File: src/rtl/axi4_lite_register_file.sv
// AXI4-Lite slave register file: W registers of N bytes, each RW, RO or W1C.
// Independent write (AW/W/B) and read (AR/R) channels, byte strobes,
// OKAY/SLVERR responses and per-register write/read side-effect strobes.
module axi4_lite_register_file #(
    parameter int unsigned      N         = 4,
    parameter int unsigned      A         = 32,
    parameter int unsigned      CLOG2_W   = 3,
    parameter int unsigned      W         = 1 << CLOG2_W,
    parameter logic [W-1:0]     RO_MASK   = '0,
    parameter logic [W-1:0]     W1C_MASK  = '0,
    parameter logic [N*8-1:0]   RESET_VAL = '0
) (
    input  logic                    aclk,
    input  logic                    aresetn,
    input  logic [A-1:0]            awaddr,
    input  logic                    awvalid,
    output logic                    awready,
    input  logic [N*8-1:0]          wdata,
    input  logic [N-1:0]            wstrb,
    input  logic                    wvalid,
    output logic                    wready,
    output logic [1:0]              bresp,
    output logic                    bvalid,
    input  logic                    bready,
    input  logic [A-1:0]            araddr,
    input  logic                    arvalid,
    output logic                    arready,
    output logic [N*8-1:0]          rdata,
    output logic [1:0]              rresp,
    output logic                    rvalid,
    input  logic                    rready,
    input  logic [W-1:0][N*8-1:0]   register_in,
    output logic [W-1:0][N*8-1:0]   register_out,
    output logic [W-1:0]            wr_en,
    output logic [W-1:0]            rd_en
);

    localparam int unsigned  DW          = N * 8;
    localparam int unsigned  OFF         = $clog2(N);
    localparam int unsigned  TOP         = CLOG2_W + OFF;
    localparam logic [1:0]   RESP_OKAY   = 2'b00;
    localparam logic [1:0]   RESP_SLVERR = 2'b10;
    localparam logic [W-1:0] ONE_HOT0    = W'(1);

    if (N != 4 && N != 8) begin : g_bad_bus_width
        $error("axi4_lite_register_file: N must be 4 or 8");
    end

    typedef enum logic {W_IDLE, W_RESP} w_state_e;
    typedef enum logic {R_IDLE, R_RESP} r_state_e;

    w_state_e w_state_q, w_state_d;
    r_state_e r_state_q, r_state_d;

    logic                  aw_held_q, aw_held_d;
    logic [A-1:0]          awaddr_q,  awaddr_d;
    logic                  w_held_q,  w_held_d;
    logic [DW-1:0]         wdata_q,   wdata_d;
    logic [N-1:0]          wstrb_q,   wstrb_d;
    logic [1:0]            bresp_q,   bresp_d;
    logic [W-1:0]          wr_en_q,   wr_en_d;
    logic [DW-1:0]         rdata_q,   rdata_d;
    logic [1:0]            rresp_q,   rresp_d;
    logic [W-1:0][DW-1:0]  regs_q,    regs_d;

    logic                  do_write;
    logic [CLOG2_W-1:0]    w_idx;
    logic                  w_oor;
    logic                  w_err;
    logic [W-1:0]          w_hit;
    logic [DW-1:0]         byte_mask;
    logic                  ar_hs;
    logic [CLOG2_W-1:0]    r_idx;
    logic                  r_oor;

    // Byte-lane offset bits do not take part in register selection.
    logic unused_addr_lsbs;
    assign unused_addr_lsbs = ^{awaddr_q[OFF-1:0], araddr[OFF-1:0]};

    // ------------------------------------------------------------------
    // Write channel
    // ------------------------------------------------------------------

    // Write FSM state register
    always_ff @(posedge aclk or negedge aresetn) begin
        if (!aresetn) w_state_q <= W_IDLE;
        else          w_state_q <= w_state_d;
    end

    // Write FSM next state: commit once AW and W are both held, then wait for bready
    always_comb begin
        w_state_d = w_state_q;
        case (w_state_q)
            W_IDLE:  if (do_write) w_state_d = W_RESP;
            W_RESP:  if (bready)   w_state_d = W_IDLE;
            default: w_state_d = W_IDLE;
        endcase
    end

    // Write FSM outputs: each ready drops once its beat is held, both stay low in W_RESP
    always_comb begin
        awready  = (w_state_q == W_IDLE) && !aw_held_q;
        wready   = (w_state_q == W_IDLE) && !w_held_q;
        bvalid   = (w_state_q == W_RESP);
        do_write = (w_state_q == W_IDLE) && aw_held_q && w_held_q;
    end

    // Write address decode and target register one-hot
    always_comb begin
        w_idx = awaddr_q[TOP-1:OFF];
        w_oor = (awaddr_q >> TOP) != '0;
        w_err = w_oor || RO_MASK[w_idx];
        w_hit = (do_write && !w_err) ? (ONE_HOT0 << w_idx) : '0;
    end

    // Expand byte strobes into a bit mask
    always_comb begin
        byte_mask = '0;
        for (int unsigned b = 0; b < N; b++) begin
            byte_mask[b*8 +: 8] = {8{wstrb_q[b]}};
        end
    end

    // AW/W capture, response code and write strobe generation
    always_comb begin
        aw_held_d = aw_held_q;
        awaddr_d  = awaddr_q;
        w_held_d  = w_held_q;
        wdata_d   = wdata_q;
        wstrb_d   = wstrb_q;
        bresp_d   = bresp_q;
        wr_en_d   = w_hit;
        if (awvalid && awready) begin
            aw_held_d = 1'b1;
            awaddr_d  = awaddr;
        end
        if (wvalid && wready) begin
            w_held_d = 1'b1;
            wdata_d  = wdata;
            wstrb_d  = wstrb;
        end
        if (do_write) begin
            aw_held_d = 1'b0;
            w_held_d  = 1'b0;
            bresp_d   = w_err ? RESP_SLVERR : RESP_OKAY;
        end
    end

    // Write channel holding registers
    always_ff @(posedge aclk or negedge aresetn) begin
        if (!aresetn) begin
            aw_held_q <= 1'b0;
            awaddr_q  <= '0;
            w_held_q  <= 1'b0;
            wdata_q   <= '0;
            wstrb_q   <= '0;
            bresp_q   <= RESP_OKAY;
            wr_en_q   <= '0;
        end else begin
            aw_held_q <= aw_held_d;
            awaddr_q  <= awaddr_d;
            w_held_q  <= w_held_d;
            wdata_q   <= wdata_d;
            wstrb_q   <= wstrb_d;
            bresp_q   <= bresp_d;
            wr_en_q   <= wr_en_d;
        end
    end

    // ------------------------------------------------------------------
    // Register array
    // ------------------------------------------------------------------

    // Register next value: RW byte merge, W1C clear with hardware set taking priority
    always_comb begin
        regs_d = regs_q;
        for (int unsigned i = 0; i < W; i++) begin
            if (RO_MASK[i]) begin
                regs_d[i] = '0;
            end else if (W1C_MASK[i]) begin
                if (w_hit[i]) begin
                    regs_d[i] = regs_q[i] & ~(wdata_q & byte_mask);
                end
                regs_d[i] = regs_d[i] | register_in[i];
            end else if (w_hit[i]) begin
                regs_d[i] = (regs_q[i] & ~byte_mask) | (wdata_q & byte_mask);
            end
        end
    end

    // Register storage; RO slots hold zero
    always_ff @(posedge aclk or negedge aresetn) begin
        if (!aresetn) begin
            for (int unsigned i = 0; i < W; i++) begin
                regs_q[i] <= RO_MASK[i] ? '0 : RESET_VAL;
            end
        end else begin
            regs_q <= regs_d;
        end
    end

    // ------------------------------------------------------------------
    // Read channel
    // ------------------------------------------------------------------

    // Read FSM state register
    always_ff @(posedge aclk or negedge aresetn) begin
        if (!aresetn) r_state_q <= R_IDLE;
        else          r_state_q <= r_state_d;
    end

    // Read FSM next state: one outstanding read, released by rready
    always_comb begin
        r_state_d = r_state_q;
        case (r_state_q)
            R_IDLE:  if (arvalid) r_state_d = R_RESP;
            R_RESP:  if (rready)  r_state_d = R_IDLE;
            default: r_state_d = R_IDLE;
        endcase
    end

    // Read FSM outputs, address decode and read strobe on the AR handshake
    always_comb begin
        arready = (r_state_q == R_IDLE);
        rvalid  = (r_state_q == R_RESP);
        ar_hs   = arvalid && arready;
        r_idx   = araddr[TOP-1:OFF];
        r_oor   = (araddr >> TOP) != '0;
        rd_en   = (ar_hs && !r_oor) ? (ONE_HOT0 << r_idx) : '0;
    end

    // Read data select; captured only on the handshake so it holds while rvalid waits
    always_comb begin
        rdata_d = rdata_q;
        rresp_d = rresp_q;
        if (ar_hs) begin
            if (r_oor) begin
                rdata_d = '0;
                rresp_d = RESP_SLVERR;
            end else begin
                rdata_d = RO_MASK[r_idx] ? register_in[r_idx] : regs_q[r_idx];
                rresp_d = RESP_OKAY;
            end
        end
    end

    // Read response registers
    always_ff @(posedge aclk or negedge aresetn) begin
        if (!aresetn) begin
            rdata_q <= '0;
            rresp_q <= RESP_OKAY;
        end else begin
            rdata_q <= rdata_d;
            rresp_q <= rresp_d;
        end
    end

    assign bresp        = bresp_q;
    assign wr_en        = wr_en_q;
    assign rdata        = rdata_q;
    assign rresp        = rresp_q;
    assign register_out = regs_q;

endmodule

File: config.mk
export PLATFORM = sky130hd
export DESIGN_NAME = axi4_lite_register_file
export DESIGN_NICKNAME = d
export VERILOG_FILES = /design/src/rtl/axi4_lite_register_file.sv
export SDC_FILE = /design/constraint.sdc
export NUM_CORES = 1
export LEC_CHECK = 0
export CAP_MARGIN = 30
export CORE_AREA = 2 2 265 267
export CTS_CLUSTER_DIAMETER = 30
export DETAILED_ROUTE_END_ITERATION = 10
export DIE_AREA = 0 0 267 269
export HOLD_SLACK_MARGIN = 0.12
export MAX_ROUTING_LAYER = met4
export SYNTH_ARGS = -nofsm -noshare
export SYNTH_HDL_FRONTEND = slang
export SYNTH_SLANG_ARGS = --single-unit
File: constraint.sdc
create_clock -name aclk -period 6.4 [get_ports aclk]
set_input_delay 0.96 -clock aclk [delete_from_list [all_inputs] [get_ports aclk]]
set_output_delay 0.96 -clock aclk [all_outputs]
set_load 0.01 [all_outputs]
Yosys cells after proc, flatten, opt, wreduce, memory -nomap -nowiden
Memory sizes are Yosys's and may differ from the RTL's.
Cells that the tools add are included.

word-level totals
  output and inout bits = 313
  memories kept = 2
  word-level logic and storage cells = 85
  memory bits (read-only) = 16
  bits in registers = 372

memories
  memory           depth  width  rd ports  clocked after Yosys merged registers in  wr ports  RTL line  RTL
  (no name shown)  8      1      1         0                                        0         241       rdata_d = RO_MASK[r_idx] ? register_in[r_idx] : regs_q[r_idx];
  (no name shown)  8      1      1         0                                        0         112       w_err = w_oor || RO_MASK[w_idx];

operators by class
  reductions and logical operators = 18
  mux-type cells = 22
  $lt $le $gt $ge = 2
  shift operators = 2
  bitwise gates (word level) = 20

operators by type and width
  cell                   number
  $and A32 B32 Y32       9
  $or A32 B32 Y32        8
  $bmux W32 S3           2
  $mux W32               4
  $reduce_bool A32 Y1    2
  $not A32 Y32           1
  $mux W8                2
  $shl A1 B3 Y8 const A  2
  $mux W1                10
  $logic_and A1 B1 Y1    9
  $lt A3 B4 Y1 const B   2
  $logic_not A1 Y1       4
  $mux W2                2
  $pmux W1 S2            2
  $reduce_bool A2 Y1     2
  $not A1 Y1             2
  $logic_or A1 B1 Y1     1

Depth between registers and ports, before layout
Gate-level depths: netlist (run 1).

  word-level depth = 6
  mapped depth = 7
  gate-level depth less buffers = 4

Least setup slack after synthesis (run 1)
OpenSTA, ideal clock, no wires.

  path type = in2out
  start = in araddr[3]
  end = out rd_en[3]
  cell stages on the path = 5
  setup slack = 3.009 ns
  arrival time = 2.431 ns
  data required time = 5.440 ns
  cell sequence = clkbuf_1 buf_1 buf_1 inv_1 nor4b_1

on the way
  longest elaborated chain between the ends = 2

RTL lines
  item                RTL line  RTL
  start: declaration  25        input logic [A-1:0] araddr,
  $shl A1 B3 Y8       229       rd_en = (ar_hs && !r_oor) ? (ONE_HOT0 << r_idx) : '0;
  $mux W8             229
  end: declaration    35        output logic [W-1:0] rd_en

Every way passes these cells.

Final worst setup path (run 1)
  start = in arvalid
  end = out rd_en[3]

on the way
  longest elaborated chain between the ends = 3

RTL lines
  item                 RTL line  RTL
  start: declaration   26        input logic arvalid,
  $logic_and A1 B1 Y1  226       ar_hs = arvalid && arready;
  $logic_and A1 B1 Y1  229
  $mux W8              229

Every way passes these cells.

==> reports/results.tsv, run 1 <==
stage	metric	value	unit
cts	CTS Hold Buffers Added	0	
placed_design	post-DP HPWL	39.0	mm
setup_path	largest fanout on the critical path	22	
timing	setup total negative slack	0	ps
timing	final critical path time including I/O delays and setup	5130	ps
cts	clock latency reported for the late side of the worst-skew pair	640	ps
routing	routed wire length	56.0	mm
yosys	gate count of the mapped netlist	1004	
cts	maximum level of the CTS H-tree	3	
die	Starting Density	23.3	%
power_and_ir_drop	PwrDens	343	nW/µm²
yosys	fraction of the yosys area taken by sequential cells	57.1	%
cts	number of gates given a new drive strength after cts	0	
power_and_ir_drop	Int Pwr	6.15	mW
placed_design	Post-Place Cells	2326	
die	standard-cell rows	97	
cells_and_area	proportion of layout cells with a drive suffix above 1	38.8	%
min_path	class of the tightest hold or removal check	input pin to asynchronous set/reset pin	
timing	final max-slew violation count	0	
cts	maximum root-to-sink buffer count	3	
placed_design	PortBufs	413	
yosys	fraction of registers with async set or reset after synthesis	100	%
cts	CTS Root Buffer Type	clkbuf_16	
timing	setup-violating endpoint count in the final report	0	
routing	First-pass DRT Iterations	4	
run_status	result of the run	completed	
global_route	global-route wire length before repair	81.4	mm
setup_path	logic depth of the worst register-to-register path	5	
die	count of pins on the block boundary	676	
routing	via count	11000	
setup_path	critical path arrival	4170	ps
timing	actual slew at the worst max-slew pin	978	ps
die	die width	267	µm
cells_and_area	fin cells	2500	
power_and_ir_drop	combinational power share	10.0	%
power_and_ir_drop	static power due to leakage	10.8	nW
setup_path	Crit. End Element	output pin	
routing	DR vias/cell	4.38	
yosys	number of enable-type register cells in the synthesized netlist	0	
die	area of the core region	69300	µm²
timing	Tcrit/Tclk final	80.1	%
power_and_ir_drop	P_sw	2.31	mW
yosys	dominant cells by area after synthesis	dfrtp_1 (57%), mux2_2 (22%), mux4_2 (8.9%), nor4_4 (3.8%), mux2i_1 (2.0%)	
power_and_ir_drop	sequential share of power	34.3	%
placed_design	placement-stage worst setup slack	1140	ps
setup_path	start-to-end type of the worst setup path	input pin to output pin	
timing	Worst Setup Slack, final	1270	ps
routing	residual DRC count	0	
setup_path	category of the worst setup path launch point	input pin	
setup_path	Data required, critical path	5440	ps
yosys	Commonest cells post-synth	dfrtp_1 (368), mux2_2 (321), mux4_2 (64), nand2_1 (45), o21ai_0 (33)	
timing	max frequency	0.195	GHz
setup_path	FF-to-FF Start	awaddr_q[20]$_DFFE_PN0P_	
global_route	via count of the first global-routing pass	12000	
cts	clock tree from TritonCTS	built	
yosys	area fraction of the dominant cell type after synthesis	57.1	%
cts	number of CTS-inserted buffers	90	
die	Total Die Area	71800	µm²
cells_and_area	number of fill cells in the layout	6599	
global_route	number of antenna violations at the first check in global routing	5	
yosys	most frequently used cell type in the post-synthesis netlist	dfrtp_1	
cells_and_area	synth-to-layout area growth	53.0	%
yosys	Yosys warning count	0	
setup_path	r2r setup slk	3460	ps
yosys	number of distinct library cell variants in the gate-level netlist after synthesis	32	
placed_design	Final GP Congestion	0.814	
routing	Routed Antenna Nets	0	
global_route	remaining global-route overflow	0	
timing	unrepaired setup endpoints after global routing	false	
timing	Fin Clk Skew	48.6	ps
routing	wire length per cell after detailed routing	22.4	µm
global_route	Total GRT Usage	16.0	%
power_and_ir_drop	switching part of the total	27.3	%
cts	post-CTS repair timing setup buffer count	0	
global_route	pin count of the biggest net entering global routing	160	
cts	number of clock sinks seen by CTS	368	
cts	Worst-path clk slew	40	ps
power_and_ir_drop	clock network power share	55.7	%
yosys	Synth Flop Type	dfrtp_1	
cells_and_area	net count reported at finish	1842	
routing	iteration-0 DRC count of the detailed router	528	
timing	final hold viol count	0	
die	die boundary height	269	µm
timing	Relative slew margins	34.8	%
flow_run	number of maximum-capacitance constraint violations	0	
yosys	leading area contributor after synthesis	dfrtp_1	
yosys	post-synthesis area per instance	16.1	µm²
power_and_ir_drop	Max VDD drop	0.306	mV
yosys	cell area after technology mapping	16100	µm²
yosys	synthesized flop and latch total	368	
-- how the worst max path moves through the flow --
stage / startpoint / end / slack (ps) / cells after the start
2_1_floorplan: araddr[3] / rd_en[3] / 3010 / 5
3_3_place_gp: arvalid / rd_en[3] / 1190 / 7
3_5_place_dp: arvalid / rd_en[3] / 1140 / 7
4_1_cts: arvalid / rd_en[3] / 1120 / 7
5_1_grt: arvalid / rd_en[3] / 1090 / 7
6_report: arvalid / rd_en[3] / 1270 / 7
-- stage by stage --
stage          instance area (µm²)  power, mW  utilization, %  hold slack [ps]
2_1_floorplan                16100       3.34               -              477
3_3_place_gp                 21400       3.75            30.9              464
3_5_place_dp                 21400       3.79            30.9              473
4_1_cts                      24700       8.57            35.6              431
5_1_grt                      24700       8.81            35.6              449
6_report                     24700       8.46            35.6              385
-- routing by layer --
layer | part of all wire, % | global-route usage (%) | up-vias
li1 | - | - | 4787
met1 | 42 | 19.1 | 5637
met2 | 45 | 24.3 | 443
met3 | 10 | 6.95 | 91
met4 | 2.2 | 5.16 | 0
met5 | 0 | - | -
-- area by class of cell --
cell class                 count  area [µm²]  share of cell area (%)
antenna                        6        15.0                  0.0608
clock buffer                 119        2550                    10.3
clock inverter                48         697                    2.82
inverter                       4        15.0                  0.0608
multi-input combinational    583        6710                    27.2
sequential                   368        9210                    37.3
tap                          940        1180                    4.76
timing repair buffer         432        4320                    17.5
-- kinds of logic (layout without fill, tap and decap cells) --
family / count (synthesis) / in the layout / synth area share, %
AOI/OAI and AO/OA: 39 / 39 / 1.26
buffers and inverters: 54 / 603 / 1.43
DFF: 368 / 368 / 57.1
muxes: 417 / 417 / 33.3
other: 1 / 8 / 0.0232
and+or+nand+nor: 125 / 125 / 6.89
-- worst max-delay path, stage by stage --
cell             delay [ps]
clkdlybuf4s50_1         500
nor2b_1                 250
nand3_1                 200
or3_2                   770
buf_4                   360
nor4b_1                 460
clkdlybuf4s50_1         620
-- power groups by stage --
stage	combinational [mW]	clock [mW]	sequential [mW]
finish	0.849	4.71	2.90
floorplan	0.558	0	2.78
detailed placement	0.860	0	2.93
CTS	0.866	4.81	2.90
global placement	0.836	0	2.91
global route	0.917	4.95	2.95
-- cell usage in the layout (no fill, tap or decap), types with 2 or more instances in the layout --
master / n
mux4_2: 64
clkinvlp_4: 6
conb_1: 2
nor3_1: 12
bufinv_16: 10
o21ai_0: 33
clkbuf_1: 10
inv_1: 3
diode_2: 6
buf_12: 2
mux2i_1: 32
nand4_1: 2
clkbuf_16: 90
o21a_1: 2
dfrtp_1: 368
nor4b_1: 4
nor4_1: 13
clkinv_4: 5
nor4_4: 29
clkdlybuf4s50_1: 409
nor2_1: 6
nand2b_1: 2
a21oi_1: 2
clkinv_16: 6
nand2_1: 44
or2_2: 2
nor4_2: 3
buf_4: 18
clkinv_2: 18
mux2_2: 321
clkbuf_8: 19
inv_6: 2
Note: power is estimated with default switching activity, not from simulation.
==> run 2: changes to the inputs <==
Clock period 6.4 ns to 4.66 ns, I/O delays scaled along.
==> reports/results.tsv, run 2 (synthesis results as in run 1) <==
stage	metric	value	unit	change
run_status	result of the run	completed		unchanged
cells_and_area	fin cells	2496		was 2500
cells_and_area	number of fill cells in the layout	6565		was 6599
routing	First-pass DRT Iterations	4		unchanged
die	die width	267	µm	unchanged
flow_run	number of maximum-capacitance constraint violations	0		unchanged
routing	wire length per cell after detailed routing	22.4	µm	about the same
setup_path	start-to-end type of the worst setup path	input pin to output pin		unchanged
global_route	remaining global-route overflow	0		unchanged
die	standard-cell rows	97		unchanged
min_path	class of the tightest hold or removal check	input pin to asynchronous set/reset pin		unchanged
setup_path	largest fanout on the critical path	20		was 22
timing	setup total negative slack	0	ps	unchanged
cells_and_area	net count reported at finish	1842		unchanged
placed_design	PortBufs	413		unchanged
die	count of pins on the block boundary	676		unchanged
cts	post-CTS repair timing setup buffer count	0		unchanged
routing	via count	11000		about the same
setup_path	Critical path buffers and inverters	3		unchanged
setup_path	category of the worst setup path launch point	input pin		unchanged
cts	CTS Root Buffer Type	clkbuf_16		unchanged
setup_path	kind of cell adding the most delay to the critical path	buffers and inverters		was simple AND/OR/NAND/NOR gates
cts	CTS Hold Buffers Added	0		unchanged
routing	DR vias/cell	4.40		was 4.38
global_route	via count of the first global-routing pass	11900		was 12.0k
placed_design	Post-Place Cells	2329		was 2326
setup_path	Crit. End Element	output pin		unchanged
timing	final hold viol count	0		unchanged
setup_path	Data required, critical path	3960	ps	was 5440 ps
cts	clock tree from TritonCTS	built		unchanged
die	die boundary height	269	µm	unchanged
power_and_ir_drop	PwrDens	468	nW/µm²	was 343 nW/µm²
routing	Routed Antenna Nets	0		unchanged
cts	number of clock sinks seen by CTS	368		unchanged
setup_path	crit-path most repeated cell	clkdlybuf4s50_1		unchanged
setup_path	critical path arrival	3400	ps	was 4170 ps
global_route	number of antenna violations at the first check in global routing	6		was 5
setup_path	Critical-path top delay cell	or3_2		unchanged
cells_and_area	proportion of layout cells with a drive suffix above 1	38.3	%	was 38.8%
cells_and_area	synth-to-layout area growth	52.7	%	was 53.0%
timing	Tcrit/Tclk final	87.9	%	
global_route	global-route wire length before repair	80.6	mm	was 81.4 mm
timing	final max-slew violation count	0		unchanged
timing	max frequency	0.244	GHz	
cts	number of CTS-inserted buffers	88		was 90
die	Starting Density	23.3	%	unchanged
setup_path	list of cells traversed by the critical path	clkdlybuf4s50_1 -> nor2b_1 -> nand3_1 -> or3_2 -> buf_4 -> nor3_1 -> clkdlybuf4s50_1		was clkdlybuf4s50_1 -> nor2b_1 -> nand3_1 -> or3_2 -> buf_4 -> nor4b_1 -> clkdlybuf4s50_1
placed_design	Final GP Congestion	0.814		unchanged
global_route	pin count of the biggest net entering global routing	98		was 160
global_route	Total GRT Usage	15.9	%	was 16.0%
cts	clock latency reported for the late side of the worst-skew pair	620	ps	was 640 ps
cts	Worst-path clk slew	40	ps	about the same
timing	unrepaired setup endpoints after global routing	false		unchanged
cells_and_area	most frequent standard cell in the layout excluding fill and tap cells	clkdlybuf4s50_1		unchanged
timing	final critical path time including I/O delays and setup	4100	ps	
die	area of the core region	69300	µm²	unchanged
cells_and_area	highest-count cells in the layout ignoring fill and taps	clkdlybuf4s50_1 (409), dfrtp_1 (368), mux2_2 (321)		unchanged
cts	maximum level of the CTS H-tree	3		unchanged
cts	number of gates given a new drive strength after cts	0		unchanged
timing	actual slew at the worst max-slew pin	963	ps	was 978 ps
timing	Relative slew margins	35.3	%	was 34.8%
routing	residual DRC count	0		unchanged
setup_path	critical path's largest stage delay	610	ps	was 770 ps
routing	iteration-0 DRC count of the detailed router	559		was 528
timing	Fin Clk Skew	30.9	ps	was 48.6 ps
power_and_ir_drop	static power due to leakage	10.8	nW	about the same
placed_design	post-DP HPWL	39.8	mm	was 39.0 mm
power_and_ir_drop	Max VDD drop	0.318	mV	was 0.306 mV
cts	maximum root-to-sink buffer count	3		unchanged
timing	setup-violating endpoint count in the final report	0		unchanged
die	Total Die Area	71800	µm²	unchanged
routing	routed wire length	56.0	mm	about the same
run 2: changes by cell type in the layout (fill, tap and decap cells not counted), sizes merged:
cell / before / now
diode: 6 / 4
buf: 23 / 25
clkinv: 30 / 19
inv: 6 / 5
clkbuf: 119 / 126
bufinv: 10 / 11
run 2: worst paths after layout:
kind / startpoint / slack [ps] / end / cells past startpoint
setup reg to reg: awaddr_q[20]$_DFFE_PN0P_ / 1270 / flop / 5
hold / removal: aresetn / 140 / awaddr_q[10]$_DFFE_PN0P_ / 1
setup / recovery: arvalid / 560 / rd_en[5] / 7
min in group aclk: rdata[31]$_DFFE_PN0N_ / 480 / rdata[31]$_DFFE_PN0N_ / 2
max in group asynchronous: aresetn / 3500 / asynchronous set/reset pin / 2
hold reg to reg: rdata[31]$_DFFE_PN0N_ / 480 / rdata[31]$_DFFE_PN0N_ / 2
run 2: layer usage:
layer	vias up	wire length [µm]	global-route usage, %
li1	4776	-	-
met1	5648	23300	18.8
met5	-	0	-
met2	464	25500	24.3
met4	0	1330	5.06
met3	89	5900	7.03
run 2: cell type report:
class                      instances  area (µm²)  area share, %
tap                              940        1180           4.77
clock inverter                    37         588           2.39
multi-input combinational        583        6710           27.2
antenna                            4        10.0         0.0406
clock buffer                     126        2580           10.5
timing repair buffer             434        4350           17.7
sequential                       368        9210           37.4
inverter                           4        15.0         0.0609
run 2: through the flow:
step | worst slack [ps] | hold WS, ps | utilization [%] | instance area [µm²] | total power [mW]
after floorplan | 1790 | 403 | - | 16100 | 4.58
after detailed placement | 520 | 470 | 31.0 | 21500 | 5.21
after CTS | 500 | 121 | 35.5 | 24600 | 11.7
final | 564 | 141 | 35.6 | 24600 | 11.5
after global routing | 408 | 158 | 35.5 | 24600 | 12.0
after global placement | 539 | 459 | 30.9 | 21400 | 5.14
run 2: worst reg2reg max path, cell delays in order (launching register included):
cell and delay (ps):
dfrtp_1 370, nor4_1 480, nand4_4 580, buf_4 500, nor4_4 890, mux2_2 420
run 2: report_power, final:
part	leakage [nW]	internal (mW)	switching (mW)
Sequential	4.98	3.52	0.464
Combinational	4.24	0.512	0.653
Clock	1.54	4.45	1.93
==> run 3: changes to the inputs <==
Settings changed: CAP_MARGIN 30 to default.
==> reports/results.tsv, run 3 (synthesis results as in run 1) <==
stage	metric	value	unit	change
global_route	global-route track usage on met1	18.7	%	was 18.8%
routing	residual DRC count	0		unchanged
timing	unrepaired setup endpoints after global routing	false		unchanged
routing	routed wire length	56.3	mm	was 56.0 mm
routing	iteration-0 DRC count of the detailed router	689		was 559
power_and_ir_drop	static power due to leakage	10.8	nW	about the same
cts	Worst-path clk slew	40	ps	about the same
global_route	met2 global-route usage	24.5	%	was 24.3%
timing	Fin Clk Skew	43.3	ps	was 30.9 ps
die	die boundary height	269	µm	unchanged
routing	First-pass DRT Iterations	4		unchanged
setup_path	Crit. End Element	output pin		unchanged
timing	Tcrit/Tclk final	87.9	%	about the same
timing	final hold slack	479	ps	was 141 ps
placed_design	Final GP Congestion	0.814		unchanged
global_route	number of antenna violations at the first check in global routing	2		was 6
timing	final max-slew violation count	0		unchanged
cts	maximum root-to-sink buffer count	3		unchanged
min_path	class of the tightest hold or removal check	flop to flop		was input pin to asynchronous set/reset pin
setup_path	start-to-end type of the worst setup path	input pin to output pin		unchanged
cts	clock tree from TritonCTS	built		unchanged
timing	max frequency	0.244	GHz	about the same
die	Starting Density	23.3	%	unchanged
routing	via count	11000		about the same
timing	setup-violating endpoint count in the final report	0		unchanged
die	standard-cell rows	97		unchanged
cells_and_area	net count reported at finish	1843		was 1842
routing	Routed Antenna Nets	0		unchanged
global_route	global-route wire length before repair	80.9	mm	was 80.6 mm
die	die width	267	µm	unchanged
setup_path	Data required, critical path	3960	ps	about the same
placed_design	post-DP HPWL	39.6	mm	was 39.8 mm
timing	actual slew at the worst max-slew pin	1110	ps	was 963 ps
timing	final critical path time including I/O delays and setup	4100	ps	about the same
setup_path	largest fanout on the critical path	20		unchanged
run_status	result of the run	completed		unchanged
routing	DR vias/cell	4.40		about the same
global_route	remaining global-route overflow	0		unchanged
cts	number of CTS-inserted buffers	90		was 88
power_and_ir_drop	total power	11.7	mW	was 11.5 mW
setup_path	critical path arrival	3400	ps	about the same
placed_design	PortBufs	413		unchanged
cells_and_area	most frequent standard cell in the layout excluding fill and tap cells	clkdlybuf4s50_1		unchanged
cts	clock latency reported for the late side of the worst-skew pair	630	ps	was 620 ps
cells_and_area	proportion of layout cells with a drive suffix above 1	39.0	%	was 38.3%
die	count of pins on the block boundary	676		unchanged
die	Total Die Area	71800	µm²	unchanged
power_and_ir_drop	Max VDD drop	0.323	mV	was 0.318 mV
cts	CTS Root Buffer Type	clkbuf_16		unchanged
setup_path	r2r setup slk	1280	ps	was 1270 ps
global_route	GRT met3 Usage	7.17	%	was 7.03%
routing	wire length per cell after detailed routing	22.5	µm	was 22.4 µm
flow_run	number of maximum-capacitance constraint violations	0		unchanged
power_and_ir_drop	PwrDens	473	nW/µm²	was 468 nW/µm²
global_route	pin count of the biggest net entering global routing	98		unchanged
cts	number of gates given a new drive strength after cts	0		unchanged
global_route	layer with the highest usage after global routing	met2		unchanged
die	area of the core region	69300	µm²	unchanged
cells_and_area	highest-count cells in the layout ignoring fill and taps	clkdlybuf4s50_1 (409), dfrtp_1 (368), mux2_2 (321)		unchanged
setup_path	category of the worst setup path launch point	input pin		unchanged
timing	setup total negative slack	0	ps	unchanged
timing	final hold viol count	0		unchanged
global_route	Total GRT Usage	15.9	%	about the same
cts	maximum level of the CTS H-tree	3		unchanged
cts	number of clock sinks seen by CTS	368		unchanged
timing	Relative slew margins	26.2	%	was 35.3%
cells_and_area	synth-to-layout area growth	53.1	%	was 52.7%
global_route	via count of the first global-routing pass	11900		about the same
-- run 3: cell types whose count changed in the layout (fill, tap and decap cells not counted), moves of 2 or more --
cell	delta
bufinv_16	+3
clkbuf_1	-10
clkbuf_8	-6
clkinv_2	+10
clkinv_4	+3
clkinvlp_4	+2
-- run 3: critical path, stage by stage --
cell and delay (ps):
clkdlybuf4s50_1 490, nor2b_1 240, nand3_1 200, or3_2 610, buf_4 280, nor3_1 270, clkdlybuf4s50_1 580
-- run 3: routing by layer --
| layer | part of all wire, % | up-vias |
|---|---|---|
| li1 | - | 4771 |
| met1 | 42 | 5665 |
| met2 | 46 | 468 |
| met3 | 11 | 75 |
| met4 | 2.1 | 0 |
| met5 | 0 | - |
-- run 3: layout make-up --
type / instances / area, µm²
Sequential cell: 368 / 9210
Clock buffer: 110 / 2460
Timing Repair Buffer: 433 / 4320
Fill cell: 6608 / 44600
Clock inverter: 57 / 805
Multi-Input combinational cell: 583 / 6710
Antenna cell: 3 / 7.51
Tap cell: 940 / 1180
Inverter: 4 / 15.0
-- run 3: final timing paths --
check                                               from                       end  cells past startpoint
worst max-delay path                             arvalid                  rd_en[5]                      7
worst min-delay path               rdata[31]$_DFFE_PN0N_     rdata[31]$_DFFE_PN0N_                      2
worst max register to register  awaddr_q[20]$_DFFE_PN0P_                      flop                      5
worst min register to register     rdata[31]$_DFFE_PN0N_     rdata[31]$_DFFE_PN0N_                      2
max in group asynchronous                        aresetn     rdata[22]$_DFFE_PN0N_                      3
min in group asynchronous                        aresetn  awaddr_q[10]$_DFFE_PN0P_                      2
-- run 3: repair_timing --
action,4_1_cts,5_1_grt
buffers inserted,0,0
hold buffers,1,0
endpoints found under the hold margin,15,0
-- run 3: metrics by stage --
step / setup slack, ps / util, % / cell area (µm²) / cells
2_1_floorplan: 1790 / - / 16100 / 1005
3_3_place_gp: 539 / 30.9 / 21400 / 2327
3_5_place_dp: 515 / 30.9 / 21400 / 2327
4_1_cts: 496 / 35.6 / 24700 / 2495
5_1_grt: 446 / 35.6 / 24700 / 2496
6_report: 565 / 35.6 / 24700 / 2498
-- run 3: report_power, final --
group	switching [mW]	total [mW]	internal, mW	leakage (nW)
Combinational	0.653	1.15	0.497	4.22
Clock	2.02	6.55	4.53	1.59
Sequential	0.474	3.99	3.52	4.98
